`config.mk`:
```
export PLATFORM = sky130hd
export DESIGN_NAME = parity_frame_serializer
export DESIGN_NICKNAME = d
export VERILOG_FILES = /design/src/rtl/parity_frame_serializer_pkg.sv /design/src/rtl/parity_frame_shift_reg.sv /design/src/rtl/parity_frame_serializer.sv
export SDC_FILE = /design/constraint.sdc
export NUM_CORES = 1
export LEC_CHECK = 0
export BUFFER_PORTS_ARGS = -buffer_cell sky130_fd_sc_hd__buf_2
export CAP_MARGIN = 30
export CORE_MARGIN = 5
export CORE_UTILIZATION = 40
export CTS_CLUSTER_DIAMETER = 30
export DETAILED_ROUTE_END_ITERATION = 8
export GPL_ROUTABILITY_DRIVEN = 0
export HOLD_SLACK_MARGIN = 0.12
export PLACE_DENSITY = 0.59
export SETUP_SLACK_MARGIN = 0.3
export SKIP_LAST_GASP = 1
export SLEW_MARGIN = 20
export SYNTH_ARGS = -nofsm -noshare
export SYNTH_HDL_FRONTEND = slang
export SYNTH_SLANG_ARGS = --single-unit
```
`constraint.sdc`:
```
create_clock -name clk -period 3.65 [get_ports clk]
set_input_delay 0.1825 -clock clk [delete_from_list [all_inputs] [get_ports clk]]
set_output_delay 0.1825 -clock clk [all_outputs]
set_load 0.02 [all_outputs]
```
`src/rtl/parity_frame_serializer_pkg.sv`:
```
// Shared definitions for the parity frame serializer.
// Contents:
//   - state encodings and state_t typedef (IDLE, SHIFT, PAR, GAP)
//   - cnt_width(): bit counter width for a given word width
// The PAR state is only entered when PARITY_FRAME_BIT_EN is defined.
package parity_frame_serializer_pkg;

    localparam logic [1:0] ENC_IDLE  = 2'd0;
    localparam logic [1:0] ENC_SHIFT = 2'd1;
    localparam logic [1:0] ENC_PAR   = 2'd2;
    localparam logic [1:0] ENC_GAP   = 2'd3;

    typedef enum logic [1:0] {
        ST_IDLE  = ENC_IDLE,
        ST_SHIFT = ENC_SHIFT,
        ST_PAR   = ENC_PAR,
        ST_GAP   = ENC_GAP
    } state_t;

    // Wide enough to hold DATA_W itself, so the counter cannot wrap
    // inside a frame.
    function automatic int cnt_width(input int data_w);
        return $clog2(data_w + 32'sd1);
    endfunction

endpackage

```
`src/rtl/parity_frame_shift_reg.sv`:
```
// Load/shift register for the parity frame serializer.
// Ports:
//   clk, reset_n      clock, asynchronous active-low reset
//   load              capture data_in (and its parity)
//   shift             shift right by one, LSB leaves first
//   data_in [DATA_W]  parallel word
//   lsb               current bit to place on the serial line
//   parity            XOR of the captured word (only with PARITY_FRAME_BIT_EN)
module parity_frame_shift_reg
    import parity_frame_serializer_pkg::*;
#(
    parameter int DATA_W = 8
) (
    input  logic              clk,
    input  logic              reset_n,
    input  logic              load,
    input  logic              shift,
    input  logic [DATA_W-1:0] data_in,
    output logic              lsb
`ifdef PARITY_FRAME_BIT_EN
    ,
    output logic              parity
`endif
);

    logic [DATA_W-1:0] sh_r;

    // Word storage: load has priority over shift.
    always_ff @(posedge clk or negedge reset_n) begin
        if (!reset_n) begin
            sh_r <= {DATA_W{1'b0}};
        end else if (load) begin
            sh_r <= data_in;
        end else if (shift) begin
            sh_r <= sh_r >> 1'b1;
        end else begin
            sh_r <= sh_r;
        end
    end

    assign lsb = sh_r[0];

`ifdef PARITY_FRAME_BIT_EN
    logic par_r;

    // Parity of the captured word, fixed for the whole frame.
    always_ff @(posedge clk or negedge reset_n) begin
        if (!reset_n) begin
            par_r <= 1'b0;
        end else if (load) begin
            par_r <= ^data_in;
        end else begin
            par_r <= par_r;
        end
    end

    assign parity = par_r;
`endif

endmodule

```
`src/rtl/parity_frame_serializer.sv`:
```
// Parallel-to-serial frame generator feeding the serial parity checker.
// A word accepted on in_valid&in_ready at edge N is sent LSB-first in
// cycles N+1..N+L, followed by GAP_CYCLES idle cycles.
// Optional feature: PARITY_FRAME_BIT_EN appends an even-parity bit
// (frame length DATA_W+1); undefined gives frame length DATA_W.
// Ports:
//   clk, reset_n        clock, asynchronous active-low reset
//   in_valid, in_data   word offer from the source
//   in_ready            word can be taken this cycle
//   serial_out          serial bit, 0 when bit_valid is 0
//   bit_valid           serial_out carries a frame bit
//   frame_start         first bit of a frame
//   frame_end           last bit of a frame (parity bit if enabled)
//   busy                frame or inter-frame gap in progress
// All outputs are decoded from registered state only.
module parity_frame_serializer
    import parity_frame_serializer_pkg::*;
#(
    parameter int DATA_W     = 8,
    parameter int GAP_CYCLES = 1
) (
    input  logic              clk,
    input  logic              reset_n,
    input  logic              in_valid,
    input  logic [DATA_W-1:0] in_data,
    output logic              in_ready,
    output logic              serial_out,
    output logic              bit_valid,
    output logic              frame_start,
    output logic              frame_end,
    output logic              busy
);

    localparam int            CW          = cnt_width(DATA_W);
    localparam logic [CW-1:0] LAST_BIT    = CW'(DATA_W - 1);
    localparam logic [3:0]    GAP_LAST    = 4'(GAP_CYCLES - 1);
    localparam state_t        AFTER_FRAME = (GAP_CYCLES > 0) ? ST_GAP : ST_IDLE;

    state_t        state_r;
    state_t        state_s;
    logic [CW-1:0] bit_cnt_r;
    logic [3:0]    gap_cnt_r;
    logic          ready_en_r;
    logic          load_s;
    logic          shift_s;
    logic          lsb_s;
`ifdef PARITY_FRAME_BIT_EN
    logic          parity_s;
`endif

    parity_frame_shift_reg #(
        .DATA_W (DATA_W)
    ) u_shift_reg (
        .clk     (clk),
        .reset_n (reset_n),
        .load    (load_s),
        .shift   (shift_s),
        .data_in (in_data),
        .lsb     (lsb_s)
`ifdef PARITY_FRAME_BIT_EN
        ,
        .parity  (parity_s)
`endif
    );

    // State, counters and the post-reset ready enable.
    always_ff @(posedge clk or negedge reset_n) begin
        if (!reset_n) begin
            state_r    <= ST_IDLE;
            bit_cnt_r  <= {CW{1'b0}};
            gap_cnt_r  <= 4'd0;
            ready_en_r <= 1'b0;
        end else begin
            state_r    <= state_s;
            // in_ready may only rise one edge after reset release
            ready_en_r <= 1'b1;
            if (state_r == ST_SHIFT) begin
                bit_cnt_r <= bit_cnt_r + CW'(1'b1);
            end else begin
                bit_cnt_r <= {CW{1'b0}};
            end
            if (state_r == ST_GAP) begin
                gap_cnt_r <= gap_cnt_r + 4'd1;
            end else begin
                gap_cnt_r <= 4'd0;
            end
        end
    end

    // Next-state and shift-register control.
    always_comb begin
        state_s = state_r;
        load_s  = 1'b0;
        shift_s = 1'b0;
        case (state_r)
            ST_IDLE: begin
                if (in_valid && ready_en_r) begin
                    load_s  = 1'b1;
                    state_s = ST_SHIFT;
                end else begin
                    state_s = ST_IDLE;
                end
            end
            ST_SHIFT: begin
                shift_s = 1'b1;
                if (bit_cnt_r == LAST_BIT) begin
`ifdef PARITY_FRAME_BIT_EN
                    state_s = ST_PAR;
`else
                    state_s = AFTER_FRAME;
`endif
                end else begin
                    state_s = ST_SHIFT;
                end
            end
`ifdef PARITY_FRAME_BIT_EN
            ST_PAR: begin
                state_s = AFTER_FRAME;
            end
`endif
            ST_GAP: begin
                if (gap_cnt_r == GAP_LAST) begin
                    state_s = ST_IDLE;
                end else begin
                    state_s = ST_GAP;
                end
            end
            default: begin
                state_s = ST_IDLE;
            end
        endcase
    end

    // Output decode from registered state.
    always_comb begin
        in_ready    = (state_r == ST_IDLE) && ready_en_r;
        busy        = (state_r != ST_IDLE);
        frame_start = (state_r == ST_SHIFT) && (bit_cnt_r == {CW{1'b0}});
`ifdef PARITY_FRAME_BIT_EN
        bit_valid   = (state_r == ST_SHIFT) || (state_r == ST_PAR);
        frame_end   = (state_r == ST_PAR);
        if (state_r == ST_SHIFT) begin
            serial_out = lsb_s;
        end else if (state_r == ST_PAR) begin
            serial_out = parity_s;
        end else begin
            serial_out = 1'b0;
        end
`else
        bit_valid   = (state_r == ST_SHIFT);
        frame_end   = (state_r == ST_SHIFT) && (bit_cnt_r == LAST_BIT);
        if (state_r == ST_SHIFT) begin
            serial_out = lsb_s;
        end else begin
            serial_out = 1'b0;
        end
`endif
    end

endmodule

```
==> summary.md, run 1 <==
| Metric | Value |
|---|---|
| Status | completed |
| Synth Area in Compound Gates | 0.07639 |
| Dpl cells | 129 |
| Initial antenna violation count | 0 |
| CTS Sinks | 19 |
| Largest family of logic cells by synthesized area | simple AND/OR/NAND/NOR gates |
| Die area | 3301 um^2 |
| Net Count, Synth | 102 |
| 1st-iter DRT viols | 15 |
| Finished Layout Cells | 141 |
| Psw | 279.6 uW |
| CTS tree | done |
| Crit. End Element | output pin |
| Via/cell ratio | around 4.6 |
| Post-layout net count | 129 |
| Fin. max-slew vios | 0 |
| Worst-path clk slew | 100 ps |
| Slowest stage delay, CP | ~470 ps |
| Synthesized cell area | 900.9 um^2 |
| Pwr dens | 648.1 nW/um^2 |
| Final Util | 0.5066 |
| Most frequent cells in the layout | dfrtp_1, buf_2, nand2_1 |
| Post-synthesis instance total | 87 |
| Starting density of the core | 0.4112 |
| IO Count | 17 |
| Vias post-DR | 643 |
| Hold Path End | u_shift_reg.sh_r[0]$_DFFE_PN0P_ |
| Yosys Warn Count | 0 |
| Synth Flop Type | dfrtp_1 |
| Die width | 57.46 um |
| Largest net degree at the start of global routing | 20 |
| Max FO, Critical Path | 11 |
| Synth Area in XOR/XNOR | 0.03889 |
| Synth top area cells | dfrtp_1, mux2i_1, ha_1 |
| Max Fclk | around 520 MHz |
| Die Y | between 50 and 60 um |
| Skew-Pair Late Insertion Delay | approximately 290 ps |
| Longest Clk Path Bufs | 2 |
| Hold path start | in_data[0] |
| HP Class | in2reg |
| Crit. Startpoint | state_r[1]$_DFF_PN0_ |
| FF+latch area | 475.5 um^2 |
| Worst EP arrival | 1730 ps |
| First-pass GRT wire length | 2822 um |
| Post-Synth Simple-Gate Area | 0.1681 |
| Residual DRC | 0 |
| # diodes | 0 |
| Wirelength per Cell | 11.87 um |
| Worst reg2reg path depth | 4 |
| Crit-path leading delay family | simple AND/OR/NAND/NOR gates |
| Fillers | 208 |
| Clk pwr share | 0.142 |
| Part of the cycle the worst path needs | 0.5250 |
| Internal power | 439.7 uW |
| Multi-input gate area | 375.4 um^2 |
| Worst rel slew slack | 0.6513 |
| H-tree depth | 1 |
| Placement row count | 17 |
| Total of max-cap violations | 0 |
| Yosys top cell by area | dfrtp_1 |
| Reg2reg end | u_shift_reg.sh_r[0]$_DFFE_PN0P_ |
| Most common cell after layout, fill and taps aside | dfrtp_1 |
| Synthesized flop and latch total | 19 |
| Root Driver | clkbuf_4 |
| Async S/R FF share, synth | 1.000 |
| Syn Area/Cell | 10.35 um^2 |
| Dpl hpwl | 1212 um |
| Congestion Overflow GR | 0 |
| Routed WL | 1673 um |
| Leak | 0.0005405 uW |
| Hold depth | 3 |
| Worst R2R Setup Slack | approximately 2100 ps |
| Crit path required time | roughly 3500 ps |
| Vias in the first global route | between 600 and 700 |
| Setup-failing EPs final | 0 |
| RSZ-0062 raised after global routing | false |
| Critical Path Start Type | flip-flop |
| Sequential fraction of the synthesis area | 0.5278 |
| Gr usage total | 0.1154 |
| Worst-margin pin slew | 523.0 ps |
| Mux share of post-synthesis cell area | 0.06667 |
| Slowest CP cell | nand2b_1 |
| Routed Antenna Nets | 0 |
| Postcts setup bufs | 0 |
| Area grow syn2layout | 23.19% |
| Number of synthesized flops with an enable pin | 0 |
| Final Hold Vio Count | 0 |
| Seq pwr share | 0.450 |
| Gate power share | 0.408 |
| Port Buf Inserts | 16 |
| Post-Synth Adder-Cell Area | 0.05556 |
| Fin Setup TNS | 0 ps |
| Layout cells sized above 1 | 0.2389 |
| Peak VDD IR | around 0.26 mV |
| Yosys cell types | 25 |
| Clock Skews | 2.809 ps |
| Post-synth top area share | 0.5278 |
| Switch share | 0.3887 |
| Total CTS buffers | 3 |
| Cells along the critical path | nand2b_1 > inv_2 > and2_1 > buf_2 |
| Post-layout min period | 1916 ps |
| Core area | 2191 um^2 |
| Setup CP Type | reg2out |
| Buf/Inv on CP | 2 |
| Initial DRT Pass Iterations | 4 |
| Reg2reg start | state_r[1]$_DFF_PN0_ |
==> logic make-up after synthesis <==
group                    count (synthesis)
AND/OR/NAND/NOR                         31
other                                    1
XOR/XNOR                                 4
flip-flops                              19
multiplexers                             6
adder cells (fa/ha/maj)                  4
buffers and inverters                   11
AO/OA/AOI/OAI                           11
==> synthesized netlist by cell type (2+ instances only) <==
cell / number
and2_1: 2
o21ai_0: 6
o21ai_2: 2
dfrtp_1: 19
buf_4: 2
ha_1: 4
nand3_1: 2
nor2_1: 8
nand2_1: 13
xnor2_1: 3
inv_1: 7
mux2i_1: 6
==> through the flow <==
stage          cell area (um^2)  total power (uW)  setup slack [ps]  hold WS [ps]
2_1_floorplan             900.9             545.6              2222        -113.1
4_1_cts                    1110             731.9              1712         122.2
6_report                   1110             719.3              1734         128.9
3_3_place_gp               1003             612.6              2113         144.6
5_1_grt                    1110             784.4              1583         121.0
3_5_place_dp               1003             620.2              2056         141.6
==> routing by layer <==
layer / track usage / share of wire / up-vias
met4: 0.04967 / 0.0078 / 0
met1: 0.1346 / 0.43 / 296
met2: 0.1871 / 0.50 / 12
li1: - / - / 333
met3: 0.04525 / 0.062 / 2
met5: 0 / 0 / -
==> final cells by class <==
| cell class | instances | area share |
|---|---|---|
| Tap cell | 28 | 0.03157 |
| Inverter | 8 | 0.02706 |
| Clock buffer | 4 | 0.02368 |
| Multi-Input combinational cell | 57 | 0.3382 |
| Sequential cell | 19 | 0.4284 |
| Timing Repair Buffer | 25 | 0.1511 |
==> sequential cells by signal (all words and copies together), names as in the netlist <==
register          flops
u_shift_reg.sh_r      8
bit_cnt_r             4
gap_cnt_r             4
state_r               2
ready_en_r            1
==> how the worst max path moves through the flow <==
| stage | cells past startpoint | to | slack [ps] |
|---|---|---|---|
| floorplan | 3 | frame_end | 2220 |
| finish | 4 | serial_out | 1730 |
| global placement | 4 | serial_out | 2110 |
| CTS | 4 | serial_out | 1710 |
| global route | 4 | serial_out | 1580 |
| detailed placement | 4 | serial_out | 2060 |
==> worst register-to-register path, stage by stage (launching register included) <==
cell	delay [ps]
dfrtp_1	450
nand2b_1	470
inv_2	170
a22oi_1	210
o21ai_0	100
==> power groups by stage <==
stage / Clock, uW / Combinational (uW) / Sequential [uW]
2_1_floorplan: 0 / 232 / 314
3_3_place_gp: 0 / 287 / 326
3_5_place_dp: 0 / 291 / 329
4_1_cts: 108 / 299 / 325
5_1_grt: 118 / 334 / 333
6_report: 102 / 294 / 324
==> repair_timing <==
action / CTS / global route
hold buffers: 8 / 0
resized for setup: 0 / 0
hold endpoints to repair: 26 / 0
(Power assumes the default switching activity.)
==> run 2, diff against run 1 <==
Clock period 3.65 ns to 1.8 ns, I/O delays scaled along.
==> run 2 against run 1 <==
First-iteration DRC count fell by 87%; critical path depth fell by 1; combinational power rose to 2.6 times the previous value; sequential power rose by 110%; power rose by 130%; routed wire length rose by 8.4%; utilization rose by 3.9 points; largest cell class unchanged; global-route usage rose by 0.54 points; final area rose by 7.7%.
==> summary.md, run 2 (synthesis gave the netlist of run 1 again) <==
| Metric | Value |
|---|---|
| IO Count | 17 (unchanged) |
| Routed Antenna Nets | 0 (unchanged) |
| Crit. End Element | output pin (unchanged) |
| Fin. max-slew vios | 0 (unchanged) |
| Clock Skews | 3.339 ps (was 2.809 ps) |
| Peak VDD IR | 0.5916 mV (was 0.2625 mV) |
| Core area | 2191 um^2 (unchanged) |
| Area grow syn2layout | 32.64% (was 23.19%) |
| CTS Sinks | 19 (unchanged) |
| Pwr dens | 1367 nW/um^2 (was 648.1 nW/um^2) |
| H-tree depth | 1 (unchanged) |
| Vias in the first global route | 718 (was 622) |
| Gr usage total | 0.1209 (was 0.1154) |
| Die width | 57.46 um (unchanged) |
| Die area | 3301 um^2 (unchanged) |
| Reg2reg end | u_shift_reg.sh_r[0]$_DFFE_PN0P_ (unchanged) |
| Leak | 0.0005843 uW (was 0.0005405 uW) |
| Total of max-cap violations | 0 (unchanged) |
| Slowest CP cell | dfrtp_1 (was nand2b_1) |
| Finished Layout Cells | 150 (was 141) |
| Root Driver | clkbuf_4 (unchanged) |
| Status | completed (unchanged) |
| Max FFs per register | 8 (unchanged) |
| Layout cells sized above 1 | 0.3115 (was 0.2389) |
| Reg2reg start | state_r[1]$_DFF_PN0_ (unchanged) |
| Wirelength per Cell | 12.09 um (was 11.87 um) |
| Most common cell after layout, fill and taps aside | dfrtp_1 (unchanged) |
| Placement row count | 17 (unchanged) |
| Post-layout net count | 138 (was 129) |
| Setup CP Type | reg2out (unchanged) |
| Starting density of the core | 0.4112 (unchanged) |
| Skew-Pair Late Insertion Delay | 290 ps (about the same) |
| Post-layout min period | 1426 ps |
| Largest net degree at the start of global routing | 20 (unchanged) |
| Dpl hpwl | 1210 um (was 1212 um) |
| Setup-failing EPs final | 0 (unchanged) |
| Worst reg2reg path depth | 5 (was 4) |
| Dpl cells | 129 (unchanged) |
| # diodes | 0 (unchanged) |
| Die Y | 57.46 um (unchanged) |
| Via/cell ratio | 4.653 (was 4.560) |
| Vias post-DR | 698 (was 643) |
| Fin Setup TNS | 0 ps (unchanged) |
| Worst R2R Setup Slack | 450 ps (was 2130 ps) |
| Most frequent cells in the layout | dfrtp_1, buf_2, nand2_1 (unchanged) |
| Port Buf Inserts | 16 (unchanged) |
| Initial antenna violation count | 0 (unchanged) |
| Crit path required time | 1710 ps (was 3470 ps) |
| Residual DRC | 0 (unchanged) |
| HP Class | in2async (was in2reg) |
| Worst-path clk slew | 100 ps (about the same) |
| Max FO, Critical Path | 5 (was 11) |
| Largest registers | u_shift_reg.sh_r: 8 flops, bit_cnt_r: 4 flops, gap_cnt_r: 4 flops (unchanged) |
| Final Hold Vio Count | 0 (unchanged) |
| Top reg by flops | u_shift_reg.sh_r (unchanged) |
| Critical Path Start Type | flip-flop (unchanged) |
| Cells along the critical path | nand2b_4 > nor4b_2 > buf_2 (was nand2b_1 > inv_2 > and2_1 > buf_2) |
| CTS tree | done (unchanged) |
| Max Fclk | 701.5 MHz |
| 1st-iter DRT viols | 2 (was 15) |
| Routed WL | 1814 um (was 1673 um) |
| Initial DRT Pass Iterations | 3 (was 4) |
| RSZ-0062 raised after global routing | true (was false) |
| First-pass GRT wire length | 3118 um (was 2822 um) |
| Worst EP arrival | 1340 ps (was 1730 ps) |
| Longest Clk Path Bufs | 2 (unchanged) |
| Slowest stage delay, CP | 430 ps (was 470 ps) |
| Total CTS buffers | 3 (unchanged) |
| Part of the cycle the worst path needs | 0.7919 |
| Congestion Overflow GR | 0 (unchanged) |
[run 2: per-stage QoR]
stage	worst slack (ps)	area [um^2]	utilization	total power (uW)	hold WS [ps]
3_5_place_dp	310.1	1003	0.4580	1262	52.96
5_1_grt	291.6	1195	0.5454	1774	299.1
4_1_cts	310.0	1145	0.5226	1536	268.7
2_1_floorplan	464.1	900.9	-	1106	-205.6
3_3_place_gp	334.4	1003	0.4580	1245	55.30
6_report	374.5	1195	0.5454	1634	256.6
[run 2: how the worst max path moves through the flow]
stage	endpoint	startpoint	slack [ps]	cells after the start
2_1_floorplan	frame_end	state_r[1]$_DFF_PN0_	460	3
3_3_place_gp	serial_out	state_r[1]$_DFF_PN0_	330	4
3_5_place_dp	serial_out	state_r[1]$_DFF_PN0_	310	4
4_1_cts	frame_start	state_r[0]$_DFF_PN0_	310	3
5_1_grt	frame_start	state_r[1]$_DFF_PN0_	290	3
6_report	frame_start	state_r[1]$_DFF_PN0_	370	3
[run 2: cell type report]
cell class                      count  area (um^2)
Clock buffer                        4        26.28
Fill cell                         204        996.0
Inverter                            8        32.53
Multi-Input combinational cell     58        394.1
Sequential cell                    19        476.7
Tap cell                           28        35.03
Timing Repair Buffer               33        230.2
[run 2: routing by layer]
metal,up-vias,part of all wire,track usage
met3,4,0.046,0.02489
li1,358,-,-
met4,0,0.022,0.05629
met2,12,0.45,0.1855
met5,-,0,0
met1,324,0.48,0.1620
[run 2: where the power goes]
part / leakage, uW / internal (uW) / switching (uW)
clock: 0.0000150 / 86.0 / 123
sequential: 0.000249 / 555 / 113
combinational: 0.000320 / 370 / 386
total: 0.000584 / 1010 / 622
[run 2: what timing repair did]
action	4_1_cts	5_1_grt
gates resized for setup	3	2
pin swaps	0	0
setup endpoints to repair	7	3
endpoints found under the hold margin	27	0
hold buffers	9	0
setup buffers	2	5
gates cloned	0	1
[run 2: critical path: cells and delay by family (launching register included)]
kind | cells | cell delay, ps
AND/OR/NAND/NOR | 2 | 420
flip-flops | 1 | 430
buffers and inverters | 1 | 200
